===== config.mk =====
export PLATFORM = sky130hd
export DESIGN_NAME = uart_word_rx
export DESIGN_NICKNAME = d
export VERILOG_FILES = /design/src/rtl/peecc_uart_pkg.sv /design/src/rtl/uart_rx_byte.sv /design/src/rtl/uart_word_rx.sv
export SDC_FILE = /design/constraint.sdc
export NUM_CORES = 1
export LEC_CHECK = 0
export CORE_MARGIN = 3
export CORE_UTILIZATION = 55
export DETAILED_ROUTE_END_ITERATION = 16
export GPL_TIMING_DRIVEN = 0
export PLACE_DENSITY = 0.73
export SYNTH_ARGS = -nofsm -noshare
export SYNTH_HDL_FRONTEND = slang
export SYNTH_SLANG_ARGS = --single-unit

===== constraint.sdc =====
create_clock -name clk -period 2.8 [get_ports clk]
set_clock_uncertainty 0.15 [all_clocks]
set_input_delay 0.28 -clock clk [delete_from_list [all_inputs] [get_ports clk]]
set_output_delay 0.28 -clock clk [all_outputs]
set_load 0.1 [all_outputs]

===== src/rtl/peecc_uart_pkg.sv =====
// Shared UART definitions for the PEECC serial path: default line settings,
// receive FSM states and bit-timing helper. UART_RX_PARITY_EN adds the PARITY state.
`timescale 1ns/1ps
package peecc_uart_pkg;

  localparam int DEFAULT_CLK_FREQ_HZ = 48000000;
  localparam int DEFAULT_BAUD        = 57600;

  typedef enum logic [2:0] {
    ST_IDLE,
    ST_START,
    ST_DATA,
`ifdef UART_RX_PARITY_EN
    ST_PARITY,
`endif
    ST_STOP
  } rx_state_e;

  // Full bit period (half_bit=0) or half bit period (half_bit=1), in clocks, truncated.
  function automatic int bit_clks(input int clk_freq_hz, input int baud, input bit half_bit);
    int cpb;
    cpb = clk_freq_hz / baud;
    return half_bit ? cpb / 2 : cpb;
  endfunction

endpackage


===== src/rtl/uart_rx_byte.sv =====
// Byte receiver: 2-FF line synchroniser, start-edge detect and mid-bit sampling FSM.
// 8N1 by default; defining UART_RX_PARITY_EN makes it 8E1 with a PARITY state.
`timescale 1ns/1ps
module uart_rx_byte
  import peecc_uart_pkg::*;
#(
  parameter int CLK_FREQ_HZ = DEFAULT_CLK_FREQ_HZ,
  parameter int BAUD        = DEFAULT_BAUD
) (
  input  logic       clk,
  input  logic       rst_n,
  input  logic       rx,
  output logic [7:0] byte_data,
  output logic       byte_valid,
  output logic       byte_err
);

  localparam int CLKS_PER_BIT = bit_clks(CLK_FREQ_HZ, BAUD, 1'b0);
  localparam int HALF_BIT     = bit_clks(CLK_FREQ_HZ, BAUD, 1'b1);
  localparam int CNT_W        = $clog2(CLKS_PER_BIT + 1);

  logic            rx_p0, rx_s, rx_p2;
  rx_state_e       state_q, state_d;
  logic [CNT_W-1:0] cnt_q, cnt_d;
  logic [2:0]      bit_q, bit_d;
  logic [7:0]      shreg_q, shreg_d;
  logic            bit_done, half_done, stop_ok;

  // Line synchroniser; the third flop only feeds the falling-edge detector
  always_ff @(posedge clk or negedge rst_n) begin
    if (!rst_n) begin
      rx_p0 <= 1'b1;
      rx_s  <= 1'b1;
      rx_p2 <= 1'b1;
    end else begin
      rx_p0 <= rx;
      rx_s  <= rx_p0;
      rx_p2 <= rx_s;
    end
  end

  assign bit_done  = (cnt_q == CNT_W'(CLKS_PER_BIT - 1));
  assign half_done = (cnt_q == CNT_W'(HALF_BIT - 1));

`ifdef UART_RX_PARITY_EN
  logic par_err_q, par_err_d;
  assign stop_ok = rx_s & ~par_err_q;

  always_ff @(posedge clk or negedge rst_n) begin
    if (!rst_n) par_err_q <= 1'b0;
    else        par_err_q <= par_err_d;
  end
`else
  assign stop_ok = rx_s;
`endif

  always_ff @(posedge clk or negedge rst_n) begin
    if (!rst_n) begin
      state_q <= ST_IDLE;
      cnt_q   <= '0;
      bit_q   <= '0;
    end else begin
      state_q <= state_d;
      cnt_q   <= cnt_d;
      bit_q   <= bit_d;
    end
  end

  always_ff @(posedge clk) begin
    shreg_q <= shreg_d;
  end

  always_comb begin
    state_d    = state_q;
    cnt_d      = cnt_q + 1'b1;
    bit_d      = bit_q;
    shreg_d    = shreg_q;
    byte_valid = 1'b0;
    byte_err   = 1'b0;
`ifdef UART_RX_PARITY_EN
    par_err_d  = par_err_q;
`endif
    unique case (state_q)
      ST_IDLE: begin
        cnt_d = '0;
        if (rx_p2 && !rx_s) state_d = ST_START;
      end
      ST_START: begin
        // A start bit that is already high again at mid-bit was a glitch
        if (half_done) begin
          cnt_d   = '0;
          bit_d   = '0;
          state_d = rx_s ? ST_IDLE : ST_DATA;
        end
      end
      ST_DATA: begin
        if (bit_done) begin
          cnt_d   = '0;
          shreg_d = {rx_s, shreg_q[7:1]};
          bit_d   = bit_q + 1'b1;
          if (bit_q == 3'd7) begin
`ifdef UART_RX_PARITY_EN
            state_d = ST_PARITY;
`else
            state_d = ST_STOP;
`endif
          end
        end
      end
`ifdef UART_RX_PARITY_EN
      ST_PARITY: begin
        if (bit_done) begin
          cnt_d     = '0;
          par_err_d = rx_s ^ (^shreg_q);
          state_d   = ST_STOP;
        end
      end
`endif
      ST_STOP: begin
        // Leave at mid-stop-bit so a back-to-back start edge is not missed
        if (bit_done) begin
          cnt_d   = '0;
          state_d = ST_IDLE;
          if (stop_ok) byte_valid = 1'b1;
          else         byte_err   = 1'b1;
        end
      end
      default: state_d = ST_IDLE;
    endcase
  end

  assign byte_data = shreg_q;

endmodule


===== src/rtl/uart_word_rx.sv =====
// UART receive stage for the PEECC encoder: packs WORD_BYTES bytes little-endian
// into a word behind a valid/ready holding register. UART_RX_PARITY_EN selects 8E1.
`timescale 1ns/1ps
module uart_word_rx
  import peecc_uart_pkg::*;
#(
  parameter int CLK_FREQ_HZ = DEFAULT_CLK_FREQ_HZ,
  parameter int BAUD        = DEFAULT_BAUD,
  parameter int WORD_BYTES  = 2
) (
  input  logic                    clk,
  input  logic                    rst_n,
  input  logic                    rx,
  output logic [8*WORD_BYTES-1:0] word_data,
  output logic                    word_valid,
  input  logic                    word_ready,
  output logic                    frame_err,
  output logic                    overrun_err
);

  localparam int IDX_W = (WORD_BYTES > 1) ? $clog2(WORD_BYTES) : 1;

  logic [7:0]              byte_data;
  logic                    byte_valid, byte_err;
  logic [IDX_W-1:0]        byte_idx;
  logic [8*WORD_BYTES-1:0] asm_q, asm_d;
  logic                    word_done, word_load;

  uart_rx_byte #(
    .CLK_FREQ_HZ (CLK_FREQ_HZ),
    .BAUD        (BAUD)
  ) u_rx (
    .clk        (clk),
    .rst_n      (rst_n),
    .rx         (rx),
    .byte_data  (byte_data),
    .byte_valid (byte_valid),
    .byte_err   (byte_err)
  );

  always_comb begin
    asm_d = asm_q;
    asm_d[{byte_idx, 3'b000} +: 8] = byte_data;
  end

  assign word_done = byte_valid && (byte_idx == IDX_W'(WORD_BYTES - 1));
  // A finished word may replace the held one only if it leaves this same cycle
  assign word_load = word_done && (!word_valid || word_ready);

  always_ff @(posedge clk) begin
    if (byte_valid) asm_q <= asm_d;
  end

  always_ff @(posedge clk or negedge rst_n) begin
    if (!rst_n) begin
      byte_idx    <= '0;
      word_data   <= '0;
      word_valid  <= 1'b0;
      frame_err   <= 1'b0;
      overrun_err <= 1'b0;
    end else begin
      frame_err   <= byte_err;
      overrun_err <= word_done && !word_load;
      if (byte_err)
        byte_idx <= '0;
      else if (byte_valid)
        byte_idx <= word_done ? '0 : byte_idx + 1'b1;
      if (word_load) begin
        word_data  <= asm_d;
        word_valid <= 1'b1;
      end else if (word_ready) begin
        word_valid <= 1'b0;
      end
    end
  end

endmodule


### Yosys cells after proc, flatten, opt, wreduce, memory -nomap -nowiden

Index checks and enable logic that the tools add are counted.

| word-level totals | value |
|---|---|
| register bits after elaboration | 63 |
| word-level logic and storage cells | 71 |
| latch bits | 0 |
| bits of input ports | 4 |
| memories | 0 |
| RAM bits | 0 |
| bits in read-only memories | 0 |
| output and inout port bits | 19 |

| cells by class | value |
|---|---|
| equal/unequal tests | 11 |
| order comparisons | 0 |
| reductions and logical operators | 16 |
| $add $sub $neg | 4 |
| div/mod/pow operators | 0 |
| shift-type cells | 2 |
| multipliers | 0 |
| bitwise logic cells | 0 |
| mux-type cells | 25 |

Operators by type and width:

| kind | number |
|---|---|
| $pmux W10 S3 | 1 |
| $mux W3 | 7 |
| $mux W10 | 2 |
| $bwmux W16 | 1 |
| $shift A8 B6 Y16 const A | 1 |
| $shiftx A8 B6 Y16 | 1 |
| $pmux W3 S4 | 1 |
| $mux W1 | 11 |
| $add A10 B1 Y10 const B | 1 |
| $eq A10 B10 Y1 const B | 1 |
| $eq A10 B9 Y1 const B | 1 |
| $ne A2 B1 Y1 const B | 5 |
| $eq A3 B2 Y1 const B | 2 |
| $neg A4 Y6 | 1 |
| $pmux W3 S2 | 1 |
| $reduce_bool A2 Y1 | 3 |
| $reduce_and A5 Y1 | 1 |
| $logic_and A1 B1 Y1 | 4 |
| $add A3 B1 Y3 const B | 1 |
| $eq A3 B1 Y1 const B | 1 |
| $eq A3 B3 Y1 const B | 1 |
| $logic_not A1 Y1 | 3 |
| $logic_not A3 Y1 | 1 |
| $reduce_and A3 Y1 | 1 |
| other kinds (5) | 5 |

### Logic depth before layout (Yosys ltp)

Gate-level depths: netlist of run 1.

| depth | value |
|---|---|
| word-level depth | 7 |
| depth in mapped cells | 8 |
| depth with buffers taken out | 7 |

### Cells and area by module

From an unflattened synthesis of run 1, not the netlist that was laid out.

| second synthesis, totals | value |
|---|---|
| cells, all modules | 175 |
| area, all modules | 2726.4 um^2 |

By module, submodules not included:

| module | sequential area each (um^2) | area an instance (um^2) | times used | cells an instance |
|---|---|---|---|---|
| uart_word_rx | 980.9 | 1541.5 | 1 | 79 |
| uart_rx_byte | 694.4 | 1184.9 | 1 | 96 |

### Least setup slack after synthesis of run 1

No wires, ideal clock.

| timing path | value |
|---|---|
| kind | register -> register |
| start point | reg u_rx.cnt_q[0] |
| end point | reg asm_q[0] (enable) |
| setup time | 374 ps |
| data required time | 2276 ps |
| path buffers | 1 |
| path slack | 645 ps |
| stages on the path, launching flop included | 7 |
| arrival | 1632 ps |
| clock period less this slack | 2155 ps |
| path through | dfrtp_1 -> inv_1 -> ha_1 -> nor3b_1 -> and3_1 -> buf_4 -> and3_1 |

| between the ends | value |
|---|---|
| longest elaborated chain between the ends | 3 |

RTL lines:

| what | line | RTL |
|---|---|---|
| start: declaration | uart_rx_byte.sv:24 | `logic [CNT_W-1:0] cnt_q, cnt_d;` |
| start signal: assignment | uart_rx_byte.sv:64 | `cnt_q <= cnt_d;` |
| $eq A10 B10 Y1 | uart_rx_byte.sv:42 | `assign bit_done = (cnt_q == CNT_W'(CLKS_PER_BIT - 1));` |
| $mux W1 | uart_rx_byte.sv:121 | `if (bit_done) begin` |
| $mux W1 | uart_rx_byte.sv:83 | `unique case (state_q)` |
| named net byte_valid | uart_word_rx.sv:24 | `logic byte_valid, byte_err;` |
| end signal: assignment | uart_word_rx.sv:51 | `if (byte_valid) asm_q <= asm_d;` |
| end: declaration | uart_word_rx.sv:26 | `logic [8*WORD_BYTES-1:0] asm_q, asm_d;` |

The timed path passes the listed nets, and every way through them passes these cells.
A chain may end at the register's enable or synchronous reset.

### Final worst setup path of run 1

| timing path | value |
|---|---|
| start point | reg u_rx.cnt_q[0] |
| end point | reg asm_q[2] (enable) |

Same word-level chain as after synthesis.

==> impl_metrics.yaml, run 1 <==
global_route:
  grtUsageTotal: 0.1838
  gr-total-overflow: 0
  grt_pass1_wl_um: 8321
  grt_pass1_vias: 1703
  antenna_found_initial: 0
  grt_max_degree: 39
pwr:
  p_seq_frac: 0.492
  internal_power_uw: 1543
  ir_drop_mv: 0.4282
  clockPowerShare: 0.403
  p_per_area_mw_per_mm2: 625.4
  power.total_uw: 2014
  comb_power_share: 0.104
  p_leak_uw: 0.001324
  p_sw_frac: 0.2340
  power_switching_uw: 471.4
final_layout:
  syn2layout_area_growth_pct: 18.89
  drive_gt1_frac: 0.2468
  fill_cells: 330
  antenna_cells: 0
  finalNetCount: 238
cts:
  clkLatencyLatePin_ps: 320
  cts_resized: 0
  htreeDepth: 3
  clock_sinks: 62
  tritoncts: "built"
  cts.path.max_buffers: 2
  cts.reportedPaths.clkPinSlew_ps: 60
  cts_setup_buffers: 0
  postCtsHoldBufs: 1
  cts_buffers: 9
  clockRootBuffer: "clkbuf_8"
die:
  io_pins: 23
  die-area_mm2: 0.005803
  rows: 24
  die_y_um: 76.18
  coreArea_mm2: 0.004564
  initial_core_util: 0.5935
  die_w_um: 76.18
sta:
  fin_crit_ps: 2538
  setup_viol: 0
  slew_headroom: 0.3353
  hold_viol: 0
  worstMarginPinSlew_ps: 994.0
  hold_slack_ps: 204.9
  drv_slew: 0
  tns_ps: 0
  rsz0062_at_grt: "false"
  period_share: 0.9065
  fmax_ghz: 0.3940
logic_synthesis:
  yosys.area.top_type: "dfrtp_1"
  yosysMostFrequentCell: "dfrtp_1"
  synthAdderAreaFrac: 0.03695
  synthMuxAreaShare: 0.1469
  synthArstFlopShare: 0.6129
  synth_edf_count: 24
  synth_simple_gate_area_share: 0.1229
  synth_commonest_cells: "dfrtp_1 (35), edfxtp_1 (24), mux2_2 (22)"
  synth_compound_area_frac: 0.03557
  ys.flop_type: "dfrtp_1"
  ys_seq_area_frac: 0.6185
  avgSynthCellArea_um2: 14.11
  yosysTopAreaCellShare: 0.3233
  ys_ff_latch: 62
  synth.net_count: 204
  ys_warn_count: 0
  synthTopCellsByArea: "dfrtp_1 (32%), edfxtp_1 (27%), mux2_2 (9.1%)"
  synth_cell_types: 40
  synthCells: 192
  synthesis.area_mm2: 0.002709
  synth_top_family_by_area: "multiplexers"
  synthXorXnorAreaFrac: 0.01940
setup_path:
  crit_type: "reg2reg"
  crit_path_max_fanout: 16
  reg2reg_to: "asm_q[2]$_DFFE_PP_"
  reg2reg_depth: 6
  cp.arrival_ps: 2340
  worst_setup_path_end_kind: "register"
  r2r_slack_ps: 260
  worstPathRequired_ps: 2600
  start_kind: "register"
  r2r_start: "u_rx.cnt_q[0]$_DFF_PN0_"
placement:
  hpwl_um: 3407
  finalWeightedCongestion: 0.8903
  io_buffers: 22
hold_path:
  hold_class: "reg2reg"
  holdCritStartpoint: "u_rx.rx_p0$_DFF_PN1_"
  hold_path_depth: 0
  hold_end: "u_rx.rx_s$_DFF_PN1_"
drt:
  first_pass_iters: 4
  wirelength_um: 4946
  wl_per_cell_um: 16.71
  vias: 1625
  ant_nets: 0
  first_iter_violations: 85
  drc: 0
  via_per_inst: 5.490
flow_run:
  maxCapViolCount: 0
run_status:
  outcome: "finished clean"
how the worst max path moves through the flow:
| stage | startpoint | endpoint | slack (ps) | cells past startpoint |
|---|---|---|---|---|
| floorplan | u_rx.cnt_q[0]$_DFF_PN0_ | asm_q[0]$_DFFE_PP_ | 640 | 6 |
| global placement | u_rx.cnt_q[0]$_DFF_PN0_ | asm_q[1]$_DFFE_PP_ | 290 | 6 |
| detailed placement | u_rx.cnt_q[0]$_DFF_PN0_ | asm_q[9]$_DFFE_PP_ | 290 | 6 |
| CTS | u_rx.cnt_q[0]$_DFF_PN0_ | asm_q[4]$_DFFE_PP_ | 270 | 6 |
| global route | u_rx.cnt_q[0]$_DFF_PN0_ | asm_q[5]$_DFFE_PP_ | 40 | 6 |
| finish | u_rx.cnt_q[0]$_DFF_PN0_ | asm_q[2]$_DFFE_PP_ | 260 | 6 |
layout make-up:
type | instances | area [um^2] | area share
sequential | 62 | 1675 | 0.5202
multi-input combinational | 119 | 979.7 | 0.3042
timing repair buffer | 23 | 225.2 | 0.06993
clock buffer | 11 | 131.4 | 0.04079
tap | 65 | 81.33 | 0.02525
clock inverter | 5 | 73.82 | 0.02292
buffer | 5 | 31.28 | 0.009713
inverter | 6 | 22.52 | 0.006993
layout by cell type (no fill, tap or decap), types with 3 or more instances in the layout:
cell type / count
o21ai_0: 3
ha_1: 8
nand3_1: 9
clkbuf_8: 9
dfstp_2: 3
and3_1: 4
nor2b_1: 4
a21oi_1: 4
inv_1: 6
mux2_2: 22
o211ai_1: 3
nor2_1: 12
nand2_1: 11
mux2_4: 10
nand4_1: 3
nand2b_1: 3
clkbuf_1: 3
dfrtp_1: 35
edfxtp_1: 24
clkdlybuf4s50_1: 21
xor2_1: 5
routing by layer:
| metal | part of all wire | wire (um) | vias to the layer above | GRT usage |
|---|---|---|---|---|
| met5 | 0 | 0 | - | 0 |
| met4 | 0.0099 | 49 | 0 | 0.08152 |
| met2 | 0.49 | 2446 | 38 | 0.2908 |
| li1 | - | - | 761 | - |
| met3 | 0.032 | 156 | 4 | 0.04374 |
| met1 | 0.46 | 2293 | 822 | 0.2429 |
per-stage QoR:
stage	std cells	setup slack (ps)	util	instance area, um^2
after floorplan	192	644.6	-	2709
after detailed placement	279	290.4	0.6584	3005
after global placement	279	290.6	0.6595	3010
after CTS	296	272.8	0.7056	3221
final	296	261.7	0.7056	3221
after global routing	296	44.44	0.7056	3221
worst max-delay path: stages, from the launching register on:
cell,delay [ps]
dfrtp_1,420
inv_1,80
ha_1,130
nor3b_1,320
and3_1,210
buf_4,150
and3_1,700
flip-flops by register name, indices dropped and copies added (netlist names), 2 cells and up:
signal,cells
u_rx.cnt_q,10
word_data,16
asm_q,16
u_rx.bit_q,3
u_rx.state_q,2
u_rx.byte_data,8
power by group through the flow:
| stage | Sequential, uW | Combinational, uW | Clock [uW] |
|---|---|---|---|
| 6_report | 992 | 210 | 813 |
| 3_5_place_dp | 1010 | 205 | 0 |
| 2_1_floorplan | 1000 | 147 | 0 |
| 4_1_cts | 991 | 209 | 827 |
| 5_1_grt | 997 | 236 | 874 |
| 3_3_place_gp | 1010 | 189 | 0 |
logic make-up (layout without fill, tap and decap cells):
group / after synthesis / after routing
compound gates: 15 / 15
buf+inv: 11 / 50
xor+xnor: 6 / 6
flops: 62 / 62
simple gates: 58 / 58
mux: 32 / 32
fa+ha+maj: 8 / 8
(Power assumes the default switching activity.)
==> run 2: changes to the inputs <==
--- a/config.mk
+++ b/config.mk
@@ -10,6 +10,7 @@
 export DETAILED_ROUTE_END_ITERATION = 16
 export GPL_TIMING_DRIVEN = 0
 export PLACE_DENSITY = 0.73
+export SLEW_MARGIN = 20
 export SYNTH_ARGS = -nofsm -noshare
 export SYNTH_HDL_FRONTEND = slang
 export SYNTH_SLANG_ARGS = --single-unit
==> run 2 against run 1 <==
Net effect:
- non-clock buffer count up 1
- global-route usage up 1.2 points
- sequential power about the same
- clock-buffer cell count down 1
- cell area up 0.39%
- clock power down 8.1%
==> impl_metrics.yaml, run 2 (synthesis results as in run 1) <==
sta:
  slew_headroom: 0.3335
  worstMarginPinSlew_ps: 996.6
  fmax_ghz: 0.3973
  drv_slew: 0
  fin_crit_ps: 2517
  tns_ps: 0
  hold_viol: 0
  period_share: 0.8989
  rsz0062_at_grt: "false"
  setup_viol: 0
cts:
  clkLatencyLatePin_ps: 330
  clock_sinks: 62
  cts.path.max_buffers: 2
  cts.reportedPaths.clkPinSlew_ps: 60
  clockRootBuffer: "clkbuf_8"
  tritoncts: "built"
  cts_buffers: 9
  htreeDepth: 3
  cts_setup_buffers: 0
run_status:
  outcome: "finished clean"
hold_path:
  hold_class: "in2reg"
setup_path:
  worst_setup_path_end_kind: "register"
  start_kind: "register"
  crit_type: "reg2reg"
  worstPathRequired_ps: 2610
  crit_path_max_fanout: 16
  cp.arrival_ps: 2330
pwr:
  p_leak_uw: 0.001321
  internal_power_uw: 1457
  p_seq_frac: 0.508
  ir_drop_mv: 0.4364
  comb_power_share: 0.108
  p_per_area_mw_per_mm2: 603.3
  clockPowerShare: 0.383
  p_sw_frac: 0.2528
  power_switching_uw: 493.2
final_layout:
  drive_gt1_frac: 0.2586
  fin_util: 0.7083
  syn2layout_area_growth_pct: 19.35
  fill_cells: 320
  layout_commonest_cell: "dfrtp_1"
  antenna_cells: 0
  final_cell_mix: "dfrtp_1 (35), edfxtp_1 (24), mux2_2 (22)"
  top_regs: "asm_q (16), word_data (16), u_rx.cnt_q (10)"
  finalNetCount: 239
  fin_cells: 297
drt:
  wirelength_um: 5042
  first_iter_violations: 123
  drc: 0
  ant_nets: 0
  first_pass_iters: 4
  wl_per_cell_um: 16.98
  via_per_inst: 5.461
  vias: 1622
placement:
  finalWeightedCongestion: 0.8903
  place_inst: 280
  hpwl_um: 3509
  io_buffers: 22
die:
  io_pins: 23
  rows: 24
  die_w_um: 76.18
  coreArea_mm2: 0.004564
  die-area_mm2: 0.005803
  die_y_um: 76.18
  initial_core_util: 0.5935
global_route:
  antenna_found_initial: 0
  grt_pass1_vias: 1772
  grt_max_degree: 21
  gr-total-overflow: 0
  grt_pass1_wl_um: 8804
  grtUsageTotal: 0.1959
flow_run:
  maxCapViolCount: 0
==> run 2: cell count changes in the layout (fill, tap and decap cells not counted) <==
cell and change:
clkinvlp_4 +3, buf_16 +1, clkinv_1 -1, bufinv_16 -1, clkbuf_1 -1
==> run 2: power by group through the flow <==
stage               sequential [uW]  combinational [uW]  clock (uW)
finish                          992                 211         747
global route                    997                 241         815
CTS                             992                 213         761
detailed placement             1010                 208           0
global placement               1010                 189           0
floorplan                      1000                 147           0
==> run 2: path summary, 6_finish.rpt <==
kind	start	slack [ps]	endpoint	cells past startpoint
max in group asynchronous	rst_n	1660	u_rx.rx_s$_DFF_PN1_	3
max reg2reg	u_rx.cnt_q[0]$_DFF_PN0_	280	asm_q[10]$_DFFE_PP_	6
min reg2reg	u_rx.rx_p0$_DFF_PN1_	210	u_rx.rx_s$_DFF_PN1_	0
max	u_rx.cnt_q[0]$_DFF_PN0_	280	asm_q[10]$_DFFE_PP_	6
min	rx	200	u_rx.rx_p0$_DFF_PN1_	1
min in group asynchronous	rst_n	300	u_rx.state_q[0]$_DFFE_PN0P_	2
==> run 2: critical path: stages, from the launching register on <==
cell	delay (ps)
dfrtp_1	420
inv_1	70
ha_1	130
nor3b_1	320
and3_1	210
buf_4	150
and3_1	700
==> run 2: area by class of cell <==
class | instances | area (um^2) | area share
Timing Repair Buffer | 24 | 252.7 | 0.07817
Multi-Input combinational cell | 119 | 979.7 | 0.3030
Clock buffer | 10 | 127.6 | 0.03947
Inverter | 6 | 22.52 | 0.006966
Sequential cell | 62 | 1675 | 0.5182
Tap cell | 65 | 81.33 | 0.02515
Clock inverter | 6 | 62.56 | 0.01935
Buffer | 5 | 31.28 | 0.009675
==> run 2: stage by stage <==
stage                     area, um^2  hold slack [ps]  total power (uW)  setup slack, ps
final                           3233            203.9              1951            283.1
after floorplan                 2709           -165.6              1150            644.6
after detailed placement        3033            116.0              1218            294.9
after CTS                       3233            194.9              1966            257.8
after global routing            3233            202.9              2053            67.08
after global placement          3010            196.2              1196            290.6
==> run 2: timing repair <==
action / 4_1_cts / 5_1_grt
gates resized for setup: 0 / 0
hold buffers: 1 / 0
endpoints found under the hold margin: 17 / 0
==> run 2: per-layer routing <==
| layer | global-route usage | share of wire | vias to the layer above |
|---|---|---|---|
| li1 | - | - | 764 |
| met1 | 0.2581 | 0.45 | 810 |
| met2 | 0.3067 | 0.49 | 41 |
| met3 | 0.06383 | 0.051 | 7 |
| met4 | 0.06884 | 0.013 | 0 |
| met5 | 0 | 0 | - |
==> run 3: changes to the inputs <==
--- a/config.mk
+++ b/config.mk
@@ -5,11 +5,11 @@
 export SDC_FILE = /design/constraint.sdc
 export NUM_CORES = 1
 export LEC_CHECK = 0
-export CORE_MARGIN = 3
-export CORE_UTILIZATION = 55
+export CORE_UTILIZATION = 30
 export DETAILED_ROUTE_END_ITERATION = 16
+export GPL_ROUTABILITY_DRIVEN = 1
 export GPL_TIMING_DRIVEN = 0
-export PLACE_DENSITY = 0.73
+export PLACE_DENSITY = 0.44
 export SLEW_MARGIN = 20
 export SYNTH_ARGS = -nofsm -noshare
 export SYNTH_HDL_FRONTEND = slang
==> run 3 against run 2 <==
Net effect:
- global-route usage down 7.6 points
- clock-buffer cell count up 1
- non-clock buffer count unchanged
- power up 13%
- wire length up 0.34%
- first-iteration DRC count down 60%
- combinational power down 2%
- via count down 3.9%
- setup slack better by 47 ps
- largest cell class unchanged
==> impl_metrics.yaml, run 3 (synthesis results as in run 1) <==
run_status:
  outcome: "finished clean"
sta:
  fmax_ghz: 0.4049
  fin_crit_ps: 2469
  tns_ps: 0
  hold_viol: 0
  worstMarginPinSlew_ps: 977.7
  drv_slew: 0
  setup_viol: 0
  slew_headroom: 0.3461
  period_share: 0.8820
  rsz0062_at_grt: "false"
pwr:
  p_leak_uw: 0.001359
  internal_power_uw: 1691
  p_seq_frac: 0.451
  p_sw_frac: 0.2321
  ir_drop_mv: 0.4334
  power.total_uw: 2202
  power_switching_uw: 511.1
  comb_power_share: 0.094
  p_per_area_mw_per_mm2: 658.3
  clockPowerShare: 0.455
cts:
  cts.path.max_buffers: 2
  clockRootBuffer: "clkbuf_8"
  htreeDepth: 3
  cts.reportedPaths.clkPinSlew_ps: 70
  cts_setup_buffers: 0
  clock_sinks: 62
  tritoncts: "built"
  cts_resized: 0
  clkLatencyLatePin_ps: 340
  postCtsHoldBufs: 1
  cts_buffers: 9
die:
  die-area_mm2: 0.009414
  coreArea_mm2: 0.008721
  die_w_um: 97.03
  initial_core_util: 0.3106
  io_pins: 23
  rows: 34
  die_y_um: 97.03
flow_run:
  maxCapViolCount: 0
drt:
  first_iter_violations: 49
  first_pass_iters: 4
  via_per_inst: 4.582
  wirelength_um: 5059
  wl_per_cell_um: 14.88
  vias: 1558
  drc: 0
  ant_nets: 0
setup_path:
  reg2reg_to: "asm_q[2]$_DFFE_PP_"
  crit_top_cell: "and3_1"
  r2r_slack_ps: 330
  crit_type: "reg2reg"
  critPathSlowestCell: "and3_1"
  path_cells: "inv_1 > ha_1 > nor3b_1 > and3_1 > buf_4 > and3_1"
  reg2reg_depth: 6
  worstPathRequired_ps: 2620
  crit_path_max_fanout: 16
  cp.arrival_ps: 2290
  slowest_delay_ps: 680
  path_delay_family: "simple AND/OR/NAND/NOR gates"
  crit_buf_inv: 2
  worst_setup_path_end_kind: "register"
  start_kind: "register"
  r2r_start: "u_rx.cnt_q[0]$_DFF_PN0_"
final_layout:
  finalNetCount: 239
  final_cell_mix: "dfrtp_1 (35), edfxtp_1 (24), mux2_2 (22)"
  drive_gt1_frac: 0.2629
  layout_commonest_cell: "dfrtp_1"
  fill_cells: 841
  top_regs: "asm_q (16), word_data (16), u_rx.cnt_q (10)"
  antenna_cells: 0
  syn2layout_area_growth_pct: 23.46
  fin_cells: 340
hold_path:
  holdCritStartpoint: "rx"
  hold_path_depth: 1
  hold_end: "u_rx.rx_p0$_DFF_PN1_"
  hold_class: "in2reg"
global_route:
  grt_pass1_vias: 1627
  grt_pass1_wl_um: 8680
  antenna_found_initial: 0
  grt_max_degree: 29
  gr-total-overflow: 0
  grtUsageTotal: 0.1203
placement:
  hpwl_um: 3322
  place_inst: 323
  finalWeightedCongestion: 0.6824
  io_buffers: 22
run 3: worst max-delay path by stage:
stage | cells past startpoint | endpoint | from
floorplan | 6 | asm_q[0]$_DFFE_PP_ | u_rx.cnt_q[0]$_DFF_PN0_
global placement | 1 | word_data[4]$_DFFE_PN0P_ | rst_n
detailed placement | 6 | asm_q[9]$_DFFE_PP_ | u_rx.cnt_q[0]$_DFF_PN0_
CTS | 6 | asm_q[2]$_DFFE_PP_ | u_rx.cnt_q[0]$_DFF_PN0_
global route | 6 | asm_q[2]$_DFFE_PP_ | u_rx.cnt_q[0]$_DFF_PN0_
finish | 6 | asm_q[2]$_DFFE_PP_ | u_rx.cnt_q[0]$_DFF_PN0_
run 3: power by group through the flow:
stage | registers, uW | clock network [uW] | logic (uW)
after global routing | 997 | 1070 | 240
after detailed placement | 1010 | 0 | 205
after global placement | 1010 | 0 | 203
after CTS | 993 | 1030 | 213
final | 992 | 1000 | 207
after floorplan | 1000 | 0 | 147
run 3: through the flow:
stage	util	worst slack [ps]	instance area, um^2	hold WS, ps
finish	0.3835	330.5	3344	196.7
detailed placement	0.3531	272.6	3079	33.29
global placement	0.3514	180.7	3064	197.6
floorplan	-	644.6	2709	-165.6
CTS	0.3835	257.9	3344	177.3
global route	0.3835	51.42	3344	175.3
run 3: layout make-up:
cell class | count | area (um^2) | area share
flip-flops and latches | 62 | 1675 | 0.5009
repair buffers | 24 | 245.2 | 0.07333
plain buffers | 5 | 31.28 | 0.009353
inverters | 6 | 22.52 | 0.006734
clock inverters | 5 | 103.9 | 0.03105
multi-input cells | 119 | 979.7 | 0.2929
well taps | 108 | 135.1 | 0.04040
clock buffers | 11 | 151.4 | 0.04527
run 3: metal layers:
metal	GRT usage	share of wire	up-vias
met5	0	0	-
met4	0.04822	0.016	0
met3	0.04191	0.029	8
met2	0.1928	0.49	20
met1	0.1479	0.46	768
li1	-	-	762
